## src/rtl/vx_commit_arb_pkg.sv

```systemverilog
`default_nettype none
// ============================================================================
// Module      : vx_commit_arb_pkg
// Description : Shared types and helpers for the commit arbiter. Holds the
//               commit beat struct, sizing constants and the closing-beat
//               predicate used by the arbiter and its users.
// Revision    : 1.0 - initial release
// ============================================================================
package vx_commit_arb_pkg;

  localparam int NUM_THREADS  = 2;
  localparam int NUM_LANES    = NUM_THREADS;
  localparam bit EXT_V_ENABLE = 1'b1;

  localparam int UUID_W = 8;
  localparam int NW_W   = 2;
  localparam int PC_W   = 32;
  localparam int NR_W   = 5;
  localparam int XLEN   = 32;
  localparam int PID_W  = 1;

  // One commit beat. The vector fields are only meaningful when
  // EXT_V_ENABLE is set; otherwise they are ignored by is_closing_beat().
  typedef struct packed {
    logic [UUID_W-1:0]              uuid;
    logic [NW_W-1:0]                wid;
    logic [NUM_LANES-1:0]           tmask;
    logic [PC_W-1:0]                pc;
    logic                           wb;
    logic [NR_W-1:0]                rd;
    logic [NUM_LANES-1:0][XLEN-1:0] data;
    logic [PID_W-1:0]               pid;
    logic                           sop;
    logic                           eop;
    logic                           is_vec;
    logic                           vd_is_last;
  } commit_data_t;

  // A beat closes its instruction when it is the last packet and, for vector
  // ops, also targets the last destination register of the group.
  function automatic logic is_closing_beat(input commit_data_t beat);
    return beat.eop && (!EXT_V_ENABLE || !beat.is_vec || beat.vd_is_last);
  endfunction

  // Index width that stays at least one bit wide for a single source.
  function automatic int log2up(input int n);
    return (n > 1) ? $clog2(n) : 1;
  endfunction

endpackage
`default_nettype wire

```

## src/rtl/vx_commit_arb_rr_picker.sv

```systemverilog
`default_nettype none
// ============================================================================
// Module      : vx_commit_arb_rr_picker
// Description : Combinational round-robin find-first. Returns the first
//               asserted request at or after rr_ptr, scanning upward with
//               wrap-around.
// Ports       : req         in  NUM_REQS  request vector
//               rr_ptr      in  SEL_W     starting index of the scan
//               grant_idx   out SEL_W     index of the winning request
//               grant_valid out 1         at least one request asserted
// Revision    : 1.0 - initial release
// ============================================================================
module vx_commit_arb_rr_picker
  import vx_commit_arb_pkg::*;
#(
  parameter int NUM_REQS = 4,
  localparam int SEL_W   = log2up(NUM_REQS)
) (
  input  logic [NUM_REQS-1:0] req,
  input  logic [SEL_W-1:0]    rr_ptr,
  output logic [SEL_W-1:0]    grant_idx,
  output logic                grant_valid
);

  // Scanning from the farthest offset down to zero lets the closest
  // request to rr_ptr overwrite any earlier hit.
  always_comb begin : p_pick
    int idx;
    idx         = 0;
    grant_idx   = '0;
    grant_valid = 1'b0;
    for (int k = NUM_REQS - 1; k >= 0; k--) begin
      idx = int'(rr_ptr) + k;
      if (idx >= NUM_REQS) begin
        idx = idx - NUM_REQS;
      end
      if (req[idx]) begin
        grant_valid = 1'b1;
        grant_idx   = SEL_W'(idx);
      end
    end
  end

endmodule
`default_nettype wire

```

## src/rtl/vx_commit_arb.sv

```systemverilog
`default_nettype none
// ============================================================================
// Module      : vx_commit_arb
// Description : Merges NUM_REQS commit streams into one registered commit
//               port. Round-robin between instructions; a grant is held from
//               the first beat until the closing beat so beats of one
//               instruction are never interleaved with another source.
// Ports       : clk          in  1                 clock
//               reset        in  1                 synchronous, active-low
//               in_valid     in  NUM_REQS          per-source beat valid
//               in_data      in  NUM_REQS x beat   per-source beat
//               in_ready     out NUM_REQS          per-source accept
//               out_valid    out 1                 registered beat valid
//               out_data     out beat              registered beat
//               out_ready    in  1                 downstream accept
//               out_sel      out SEL_W             source of out_data
//               locked       out 1                 transaction in progress
//               perf_stalls  out PERF_CTR_W        saturating stall cycles
// Revision    : 1.0 - initial release
// ============================================================================
module vx_commit_arb
  import vx_commit_arb_pkg::*;
#(
  parameter int NUM_REQS   = 4,
  parameter int PERF_CTR_W = 32,
  localparam int SEL_W     = log2up(NUM_REQS)
) (
  input  logic                         clk,
  input  logic                         reset,
  input  logic [NUM_REQS-1:0]          in_valid,
  input  commit_data_t [NUM_REQS-1:0]  in_data,
  output logic [NUM_REQS-1:0]          in_ready,
  output logic                         out_valid,
  output commit_data_t                 out_data,
  input  logic                         out_ready,
  output logic [SEL_W-1:0]             out_sel,
  output logic                         locked,
  output logic [PERF_CTR_W-1:0]        perf_stalls
);

  localparam logic [0:0] ST_IDLE   = 1'b0;
  localparam logic [0:0] ST_LOCKED = 1'b1;

  logic [0:0]            r_state;
  logic [0:0]            w_state_next;
  logic [SEL_W-1:0]      r_lock_idx;
  logic [SEL_W-1:0]      r_rr_ptr;
  logic                  r_out_valid;
  commit_data_t          r_out_data;
  logic [SEL_W-1:0]      r_out_sel;
  logic [PERF_CTR_W-1:0] r_perf_stalls;

  logic                  w_load;
  logic [SEL_W-1:0]      w_pick_idx;
  logic                  w_pick_valid;
  logic [SEL_W-1:0]      w_grant_idx;
  logic                  w_grant_valid;
  logic                  w_grant_live;
  commit_data_t          w_grant_beat;
  logic                  w_closing;
  logic                  w_accept;
  logic [SEL_W-1:0]      w_ptr_next;

  // The output register can take a new beat when empty or draining.
  assign w_load = !r_out_valid || out_ready;

  vx_commit_arb_rr_picker #(
    .NUM_REQS (NUM_REQS)
  ) u_picker (
    .req         (in_valid),
    .rr_ptr      (r_rr_ptr),
    .grant_idx   (w_pick_idx),
    .grant_valid (w_pick_valid)
  );

  // While locked only the owning source is eligible, even during bubbles.
  always_comb begin
    w_grant_idx   = w_pick_idx;
    w_grant_valid = w_pick_valid;
    w_grant_live  = w_pick_valid;
    if (r_state == ST_LOCKED) begin
      w_grant_idx   = r_lock_idx;
      w_grant_valid = in_valid[r_lock_idx];
      w_grant_live  = 1'b1;
    end
  end

  assign w_grant_beat = in_data[w_grant_idx];
  assign w_closing    = is_closing_beat(w_grant_beat);
  assign w_accept     = reset && w_load && w_grant_valid;
  assign w_ptr_next   = (w_grant_idx == SEL_W'(NUM_REQS - 1)) ? '0 : w_grant_idx + 1'b1;

  // ---------------------------------------------------------------- FSM: state
  always_ff @(posedge clk) begin
    if (!reset) begin
      r_state <= ST_IDLE;
    end else begin
      r_state <= w_state_next;
    end
  end

  // ----------------------------------------------------------- FSM: next state
  // A continuation beat (re)enters LOCKED; only a closing beat releases it.
  always_comb begin
    w_state_next = r_state;
    if (w_accept) begin
      w_state_next = w_closing ? ST_IDLE : ST_LOCKED;
    end
  end

  // --------------------------------------------------------------- FSM: outputs
  // in_ready never looks at in_data, so out_ready is the only input that
  // reaches it combinationally besides in_valid for the idle pick.
  always_comb begin
    in_ready = '0;
    if (reset && w_load && w_grant_live) begin
      in_ready[w_grant_idx] = 1'b1;
    end
  end

  assign locked = (r_state == ST_LOCKED);

  // ------------------------------------------------ output register and lock
  always_ff @(posedge clk) begin
    if (!reset) begin
      r_out_valid   <= 1'b0;
      r_out_data    <= '0;
      r_out_sel     <= '0;
      r_lock_idx    <= '0;
      r_rr_ptr      <= '0;
      r_perf_stalls <= '0;
    end else begin
      if (w_accept) begin
        r_out_valid <= 1'b1;
        r_out_data  <= w_grant_beat;
        r_out_sel   <= w_grant_idx;
        if (w_closing) begin
          r_rr_ptr <= w_ptr_next;
        end else begin
          r_lock_idx <= w_grant_idx;
        end
      end else if (w_load) begin
        r_out_valid <= 1'b0;
      end

      if (r_out_valid && !out_ready && (r_perf_stalls != '1)) begin
        r_perf_stalls <= r_perf_stalls + PERF_CTR_W'(1);
      end
    end
  end

  assign out_valid   = r_out_valid;
  assign out_data    = r_out_data;
  assign out_sel     = r_out_sel;
  assign perf_stalls = r_perf_stalls;

  // ------------------------------------------------------ protocol assertions
  // A new instruction may not start from the owner before it has closed.
  a_sop_in_lock : assert property (@(posedge clk) disable iff (!reset)
    !(locked && w_accept && w_grant_beat.sop));

  // Sources must hold a presented beat unchanged until it is taken.
  for (genvar i = 0; i < NUM_REQS; i++) begin : g_src_stable
    a_hold : assert property (@(posedge clk) disable iff (!reset)
      (in_valid[i] && !in_ready[i]) |=> (in_valid[i] && $stable(in_data[i])));
  end

endmodule
`default_nettype wire

```

## config.mk

```make
export PLATFORM = sky130hd
export DESIGN_NAME = vx_commit_arb
export DESIGN_NICKNAME = d
export VERILOG_FILES = /design/src/rtl/vx_commit_arb_pkg.sv /design/src/rtl/vx_commit_arb_rr_picker.sv /design/src/rtl/vx_commit_arb.sv
export SDC_FILE = /design/constraint.sdc
export NUM_CORES = 1
export LEC_CHECK = 0
export ABC_AREA = 1
export CAP_MARGIN = 0
export CORE_AREA = 4 4 251 253
export DETAILED_ROUTE_END_ITERATION = 8
export DIE_AREA = 0 0 255 257
export DONT_BUFFER_PORTS = 1
export PLACE_DENSITY = 0.39
export SLEW_MARGIN = 20
export SYNTH_ARGS = -nofsm -noshare
export SYNTH_HDL_FRONTEND = slang
export SYNTH_SLANG_ARGS = --single-unit
```

## constraint.sdc

```tcl
create_clock -name clk -period 5.2 [get_ports clk]
set_clock_uncertainty 0.2 [all_clocks]
set_input_delay 0.26 -clock clk [delete_from_list [all_inputs] [get_ports clk]]
set_output_delay 0.26 -clock clk [all_outputs]
set_load 0.01 [all_outputs]
```

# == After elaboration in Yosys (flattened, before gate mapping) ==
# Cells that the tools add are included.
# Widths: inputs -> output; s select.
# totals
elab_cells,95
in_bits,483
out_inout_bits,159
regBits,159
# classes
n_reduce_logical,15
mux,38
addsub,9
n_lt_le_gt_ge,11
n_eq_ne,2
n_bitwise,1
# op_table
operator,n
$bmux 119 s2,1
$lt 32x4->1 const B,4
$mux 32,4
$mux 119,1
$ge 32x4->1 const B,3
$sub 32x4->32 const B,3
$add 32x1->32 const B,1
$ne 32x32->1 const B,1
$mux 1,19
$mux 2,6
$bmux 1 s2,5
$logic_and 1x1->1,7
$add 2x2->3 const B,2
$lt 2x3->1 const B,2
$mux 4,1
$reduce_and 2->1,2
$sub 2x3->4 const B,1
$add 2x1->3 const B,1
$ge 2x3->1 const B,1
$logic_not 1->1,3
$add 2x1->2 const B,1
$demux 1 s2,1
$eq 2x2->1 const B,1
$ge 2x1->1 const B,1
other kinds (3),4

# == Depth between registers and ports, before layout ==
# Gate-level depths: netlist (run 1).
# depth
ltp_word,18
ltp_mapped,20
mapped_depth_nobuf,18

# == Modules after synthesis ==
# From an unflattened synthesis (run 1), not the netlist that was laid out.
# hier_totals
hier_cells,1651
area_unflattened_um2,10177.3
# by_module_without_submodules
module,area_each_um2,cells_each,n_inst,seq_area_each_um2
vx_commit_arb,9962.1,1607,1,3183.1
vx_commit_arb_rr_picker,215.2,44,1,0.0

# == Least setup slack after synthesis (run 1) ==
# OpenSTA, ideal clock, no wires.
# synth_timing
path_type,reg2out
start,reg r_rr_ptr[1]
end,out in_ready[2]
stages_incl_launch_ff,16
setup_slack_ps,2827
t_required_ps,4740
t_arrival_ps,1913
path_buffers,2
path_cell_list,dfxtp_1 inv_2 nand2_1 nand2_1 nand2_1 nand2_2 nor2_2 nor2_1 nand2_2 nand3_4 nand2_4 buf_2 buf_2 ha_1 inv_1 nor2_1
# synth_between
elab_chain_len,16
elab_cells_between_ends,44
cone_classes,7 x add/sub; 6 x order compare; 29 x mux; 2 x reduce/logical
# synth_lines
item,line_no,rtl
start: declaration,vx_commit_arb.sv:47,logic [SEL_W-1:0] r_rr_ptr;
start signal: assignment,vx_commit_arb.sv:138,r_rr_ptr <= w_ptr_next;
$add 2x2->3,vx_commit_arb_rr_picker.sv:33,idx = int'(rr_ptr) + k;
$sub 32x4->32 or $ge 32x4->1 (tied branches),"vx_commit_arb_rr_picker.sv:35, vx_commit_arb_rr_picker.sv:34",
$mux 32,vx_commit_arb_rr_picker.sv:34,if (idx >= NUM_REQS) begin
$bmux 1 s2,vx_commit_arb_rr_picker.sv:37,if (req[idx]) begin
$mux 1 (not written as such) (2 in a row),vx_commit_arb_rr_picker.sv:37,
$mux 2 (4 in a row),vx_commit_arb_rr_picker.sv:37,
$mux 2,vx_commit_arb.sv:81,if (r_state == ST_LOCKED) begin
$lt 2x3->1 (not written as such) or $ge 2x1->1 (tied branches),vx_commit_arb.sv:117,in_ready[w_grant_idx] = 1'b1;
$logic_and 1x1->1 (not written as such),vx_commit_arb.sv:117,
$mux 1 (not written as such),vx_commit_arb.sv:117,
$demux 1 s2,vx_commit_arb.sv:117,
$mux 4 (*),vx_commit_arb.sv:116,if (reset && w_load && w_grant_live) begin
end: declaration,vx_commit_arb.sv:32,"output logic [NUM_REQS-1:0] in_ready,"
# Mark *: on every way between the ends. The rest lies on a longest branch, timed or not. The select of a mux whose other input is x is not followed.

# == Worst setup path after layout (run 1) ==
# layout_timing
start,reg r_rr_ptr[0]
end,"reg r_out_data, in the netlist out_data[116]"
# layout_between
elab_chain_len,13
elab_cells_between_ends,40
cone_classes,7 x add/sub; 4 x order compare; 28 x mux; 1 x reduce/logical
# layout_lines
item,line_no,rtl
$add 2x2->3,vx_commit_arb_rr_picker.sv:33,
$sub 32x4->32 or $ge 32x4->1 (tied branches),"vx_commit_arb_rr_picker.sv:35, vx_commit_arb_rr_picker.sv:34",
$mux 32,vx_commit_arb_rr_picker.sv:34,
$bmux 1 s2,vx_commit_arb_rr_picker.sv:37,
$mux 1 (not written as such) (2 in a row),vx_commit_arb_rr_picker.sv:37,
$mux 2 (4 in a row),vx_commit_arb_rr_picker.sv:37,
$mux 2,vx_commit_arb.sv:81,
$bmux 119 s2,vx_commit_arb.sv:88,assign w_grant_beat = in_data[w_grant_idx];
$mux 119 (not written as such),vx_commit_arb.sv:88,
end signal: assignment,vx_commit_arb.sv:135,r_out_data <= w_grant_beat;
end: declaration,vx_commit_arb.sv:49,commit_data_t r_out_data;
# Parallel ways exist; a longest one is shown, timed or not. The select of a mux whose other input is x is not followed.
# A chain may end at the register's enable or synchronous reset.

==> results.toml, run 1 <==
[drt]
wire_per_inst_um = 18.1
detail_route.first_pass.iterations = 6
drc = 0
vias = 12100
ant_nets = 0
routed_wirelength_um = 48100
drt_iter0_drc = 955
via_per_inst = 4.54

[final_layout]
fillers = 6743
area_growth_pct = 42.8
nets = 2344
drive_above_1_share_pct = 6.16
stdcell_area_mm2 = 0.0149

[place]
port_buffers = 0
dpl.hpwl_um = 34300
dpl_cell_area_mm2 = 0.0109
gp_congestion = 0.857

[sta]
hold_viol_final = 0
fmax_ghz = 0.222
period_minus_slack_ns = 4.50
tightest_slew_ns = 0.887
slew_headroom_pct = 40.9
fin_setup_tns_ns = 0
rsz0062_at_grt = "false"
finalMaxSlewViolations = 0
fin_crit_sh_pct = 86.5
setup_violations = 0

[cts]
cts_sinks = 159
cts-htree-levels = 4
cts_buffers = 17
cts_buffer_depth = 2
cts_root_buffer = "clkbuf_16"
clkTransAtPathRegs_ns = 0.07
clock_latency_ns = 0.47
cts_tree = "built"
cts_setup_buffers = 0

[setup_path]
cp-start-kind = "register"
rr_endpoint = "out_data[116]"
crit_arrival_ns = 4.72
required_ns = 5.42
r2r_slack_ns = 0.70
critPathCaptureType = "register"
crit_path_max_fanout = 95
critical_path.endpoint = "out_data[116]"
reg2regPathDepth = 20
reg2reg_from = "r_rr_ptr[0]"
path_class = "reg2reg"
crit_start = "r_rr_ptr[0]"

[global_route]
globalRoute.totalOverflow = 0
grt_usage_pct = 13.8
grt_pass1_vias = 12000
antenna_found_initial = 6
grt_max_degree = 139
grt_pass1_wl_um = 70000

[logic_synthesis]
synth_cell_types = 44
ys_ff_latch = 159
synthMostInstantiatedCell = "nor2_1"
avgSynthCellArea_um2 = 6.47
syn_nets = 2096
synth-async-reset-ratio_pct = 0
synthTopCellsByCount = "286 x nor2_1, 240 x nand2_1, 185 x o211ai_1"
synth-main-ff-cell = "dfxtp_1"
synth_cells = 1608
yosys.area.top_type = "dfxtp_1"
synth-edff-count = 0
synthTopCellsByArea = "dfxtp_1 31%, o211ai_1 13%, nor2_1 10%"
syn_area_mm2 = 0.0104
synth_top_area_share_pct = 30.6
ys_warn_count = 0
ys_seq_area_share_pct = 30.6

[pwr]
p_int_mw = 5.88
total_power_mw = 11.4
p_switching_mw = 5.51
swShare_pct = 48.4
power.share.clock_pct = 12.1
p_leak_nw = 5.73
ir_drop_mv = 0.597
combPwrFrac_pct = 67.1
pwr_density_cell_mw_per_mm2 = 766
seqPwrFrac_pct = 20.8

[hold_path]
hold_start = "reset"
hp-class = "in2reg"

[floorplanning]
dieHeight_um = 257
die_area_mm2 = 0.0655
start_util_pct = 17.0
rows = 91
io_pins = 642
die_x_um = 255
core-area_mm2 = 0.0610

[run]
cap_violations = 0

[status]
status = "complete, no violations"
-- layout by cell type, fill, tap and decap left out, types with 17 or more instances in the layout --
master         instances
clkbuf_16             17
or2_1                 40
dfxtp_1              159
or2_2                 28
nand2_1              240
nor2_1               286
nand3_1               78
inv_1                166
a21oi_1               29
o21ai_1               64
dlygate4sd3_1        328
o21ai_0              117
nor3_1                21
o211ai_1             185
nor2_2                19
-- registers in the layout, summed over array words and instances, names as in the netlist --
signal       count
r_rr_ptr         2
out_data       119
out_valid        1
locked           1
r_lock_idx       2
perf_stalls     32
out_sel          2
-- cells by family (layout without fill, tap and decap cells) --
| kind of cell | count (synthesis) | in the layout | synth area share, % |
|---|---|---|---|
| AOI/OAI and AO/OA | 406 | 406 | 24.3 |
| xor gates and xnor gates | 9 | 9 | 0.758 |
| adders and majority gates | 5 | 5 | 0.601 |
| buffers and inverters | 288 | 548 | 12.4 |
| DFF | 159 | 159 | 30.6 |
| other | 0 | 6 | 0 |
| and+or+nand+nor | 741 | 741 | 31.3 |
-- power groups by stage --
stage	Combinational (mW)	Sequential, mW	Clock [mW]
3_5_place_dp	5.57	2.41	0
4_1_cts	7.56	2.38	1.46
2_1_floorplan	4.64	2.14	0
3_3_place_gp	5.50	2.42	0
6_report	7.64	2.37	1.37
5_1_grt	8.54	2.42	1.49
-- routing by layer --
layer,routed length [µm],vias up,GRT usage [%]
met3,4050,78,3.96
met5,0,-,0
met4,1410,0,5.47
met2,24100,547,24.9
met1,18600,5639,15.1
li1,-,5833,-
-- worst min-delay path by stage --
stage / slack [ns] / cells past startpoint / endpoint
after detailed placement: 0.18 / 2 / out_data[61]
final: 0.06 / 3 / out_data[65]
after global placement: 0.18 / 2 / out_data[61]
after global routing: 0.06 / 3 / out_data[65]
after CTS: 0.001 / 5 / locked
after floorplan: 0.29 / 2 / out_data[2]
-- worst max-delay path, cell delays in order, from the launching register on --
cell	delay, ns
dfxtp_1	0.57
inv_4	0.08
nand2_1	0.09
and2_4	0.15
nand2_1	0.04
nand2_1	0.08
inv_2	0.05
nand2_1	0.07
nand2_1	0.08
nand3_4	0.17
nand2_8	0.20
inv_8	0.47
buf_4	0.49
nor2_1	0.07
nor2_1	0.09
o21ai_0	0.09
dlygate4sd3_1	0.57
nand3_1	0.09
dlygate4sd3_1	0.58
o211ai_1	0.09
inv_1	0.08
-- cell type report --
class | instances | area, µm² | area share [%]
clock buffer | 18 | 439 | 2.96
sequential | 159 | 3180 | 21.4
timing repair buffer | 342 | 3450 | 23.2
tap | 790 | 988 | 6.65
clock inverter | 13 | 178 | 1.20
inverter | 175 | 669 | 4.51
multi-input combinational | 1161 | 5940 | 40.0
antenna | 6 | 15.0 | 0.101
-- stage by stage --
| step | hold WS, ns | instances | worst slack [ns] | util [%] |
|---|---|---|---|---|
| 6_report | 0.0592 | 2664 | 0.702 | 24.3 |
| 5_1_grt | 0.0647 | 2664 | 0.275 | 24.3 |
| 4_1_cts | 0.000996 | 2658 | 0.719 | 24.3 |
| 3_5_place_dp | 0.181 | 2298 | 1.69 | 17.9 |
| 3_3_place_gp | 0.178 | 2298 | 1.84 | 17.9 |
| 2_1_floorplan | 0.288 | 1608 | 2.83 | - |
-- timing repair --
item	4_1_cts	5_1_grt
hold buffers	329	0
resized for setup	0	0
setup endpoints to repair	0	0
endpoints found under the hold margin	139	0
No activity file was read; power rests on OpenSTA's default activity.
==> run 2, diff against run 1 <==
- ABC_AREA: 1 -> default
- CORE_AREA: 4 4 251 253 -> 4 4 246 248
- DIE_AREA: 0 0 255 257 -> 0 0 250 252
- TNS_END_PERCENT: default -> 10
==> run 2 against run 1 <==
Register-to-register slack improved by 0.41 ns. Largest cell class unchanged. Hold slack gained 0.013 ns. Non-clock buffer count is 85 lower. Power is 40% lower. Critical path type unchanged. First-iteration DRC count is 0.94% higher. Sequential power shrank 19%. Critical path depth down 10. Cell count shrank 15%. Highest routed layer is now met5.
==> results.toml, run 2 <==
[status]
status = "complete, no violations"

[drt]
via_per_inst = 4.89
drt_iter0_drc = 964
vias = 11100
drc = 0
routed_wirelength_um = 45900
detail_route.first_pass.iterations = 5
ant_nets = 0
wire_per_inst_um = 20.2

[sta]
tightest_slew_ns = 0.994
period_minus_slack_ns = 4.09
finalMaxSlewViolations = 0
slew_headroom_pct = 33.4
fin_setup_tns_ns = 0
fmax_ghz = 0.245
rsz0062_at_grt = "false"
fin_crit_sh_pct = 78.6
hold_viol_final = 0
setup_violations = 0

[logic_synthesis]
yosys.area.top_type = "dfxtp_1"
ys_seq_area_share_pct = 31.9
synth_cell_types = 55
synth_cells = 1342
synthTopCellsByCount = "372 x nand2_1, 159 x dfxtp_1, 127 x a21oi_1"
avgSynthCellArea_um2 = 7.44
ys_warn_count = 0
ys_ff_latch = 159
synth_top_area_share_pct = 31.9
synth-edff-count = 0
syn_nets = 1830
synth-main-ff-cell = "dfxtp_1"
syn_area_mm2 = 0.00998
synthMostInstantiatedCell = "nand2_1"
synthTopCellsByArea = "dfxtp_1 32%, nand2_1 14%, a311o_1 12%"
synth-async-reset-ratio_pct = 0

[final_layout]
drive_above_1_share_pct = 5.16
nets = 1968
largest_register_ffs = 119
area_growth_pct = 36.4
final_common_cell = "nand2_1"
fillers = 6425
layout_common_cells = "372 x nand2_1, 236 x dlygate4sd3_1, 159 x dfxtp_1, 127 x a21oi_1, 120 x and3_1"
utilization_pct = 23.3
final_cells = 2271

[floorplanning]
die_area_mm2 = 0.0630
die_x_um = 250
start_util_pct = 17.1
rows = 89
io_pins = 642
dieHeight_um = 252
core-area_mm2 = 0.0585

[setup_path]
crit_path_max_fanout = 91
required_ns = 5.39
crit_arrival_ns = 4.28
path_class = "reg2reg"
cp-start-kind = "register"
critPathCaptureType = "register"

[cts]
clkTransAtPathRegs_ns = 0.07
clock_latency_ns = 0.48
cts_sinks = 159
cts_buffers = 17
cts_root_buffer = "clkbuf_16"
cts-htree-levels = 4
cts_resized = 0
cts_tree = "built"
cts_buffer_depth = 2

[pwr]
ir_drop_mv = 0.244
p_leak_nw = 4.63
pwr_density_cell_mw_per_mm2 = 503

[global_route]
grtUsageMet1_pct = 14.9
grt_pass1_wl_um = 66700
top_usage_layer = "met2"
grt_pass1_vias = 11100
grtUsageMet2_pct = 23.5
grt_usage_pct = 13.5
grtUsageMet3_pct = 4.87
antenna_found_initial = 5
grt_max_degree = 138
globalRoute.totalOverflow = 0

[run]
cap_violations = 0

[place]
dp.cells = 1998
gp_congestion = 0.907
port_buffers = 0
dpl.hpwl_um = 32500

[hold_path]
hp-class = "in2reg"
==> run 2: cell types whose count changed after synthesis, sizes merged, moves of 99 or more <==
cell	delta
nor2	-268
a211oi	+118
o21ai	-171
a21oi	+99
inv	-170
a311o	+116
nand2	+126
and3	+120
o211ai	-179
==> run 2: final cells by class <==
type | instances | area [µm²] | area share (%)
multi-input combinational | 1040 | 6220 | 45.7
sequential | 159 | 3180 | 23.4
timing repair buffer | 257 | 2590 | 19.0
tap | 773 | 967 | 7.11
clock buffer | 17 | 425 | 3.13
clock inverter | 15 | 196 | 1.44
inverter | 5 | 23.8 | 0.175
antenna | 5 | 12.5 | 0.0919
==> run 2: routing by layer <==
layer / vias to the layer above / routed length (µm) / share of wire [%]
met5: - / 13 / 0.028
met4: 2 / 1400 / 3.1
met3: 82 / 3930 / 8.6
met2: 533 / 22900 / 50
met1: 5293 / 17600 / 38
li1: 5205 / - / -
==> run 2: worst paths after layout <==
path / start / to / slack [ns] / cells after the start
worst max register to register: locked / out_data[109] / 1.11 / 10
worst min register to register: out_data[64] / out_data[64] / 0.31 / 2
worst min-delay path: in_data[358] / r_lock_idx[0] / 0.07 / 4
worst max-delay path: locked / out_data[109] / 1.11 / 10
==> run 2: critical path: stages (launching register included) <==
cell and delay [ns]:
dfxtp_1 0.66, inv_2 0.14, o211ai_2 0.13, a2bb2oi_4 0.23, nand2_8 0.36, inv_4 0.70, buf_4 0.42, nand2_1 0.11
a311o_1 0.36, dlygate4sd3_1 0.56, a21oi_1 0.12
==> run 2: cell families (layout without fill, tap and decap cells) <==
logic type                 count (synthesis)  in the layout  synth area share (%)
and+or+nand+nor                          607            607                  28.5
adders and majority gates                  5              5                 0.627
other                                      0              5                     0
muxes                                      4              4                 0.527
AOI/OAI and AO/OA                        399            399                  30.0
xor gates and xnor gates                  25             25                  2.19
DFF                                      159            159                  31.9
buffers and inverters                    143            294                  6.21
==> run 2: metrics by stage <==
step,area [µm²],setup WS [ns],hold WS (ns),power (mW)
2_1_floorplan,9980,2.97,0.281,4.05
3_3_place_gp,10600,1.69,0.184,4.87
3_5_place_dp,10600,1.59,0.187,4.90
4_1_cts,13600,1.07,0.00813,6.90
5_1_grt,13600,0.822,0.0673,7.36
6_report,13600,1.11,0.0724,6.85
==> run 2: timing repair <==
item	in CTS	in global routing
buffers inserted	0	0
hold buffers	236	0
endpoints found under the hold margin	143	0
==> run 2: report_power, final <==
group / internal [mW] / leakage, nW / switching (mW)
clock network: 0.773 / 0.306 / 0.617
registers: 1.50 / 1.30 / 0.408
logic: 1.50 / 3.03 / 2.05
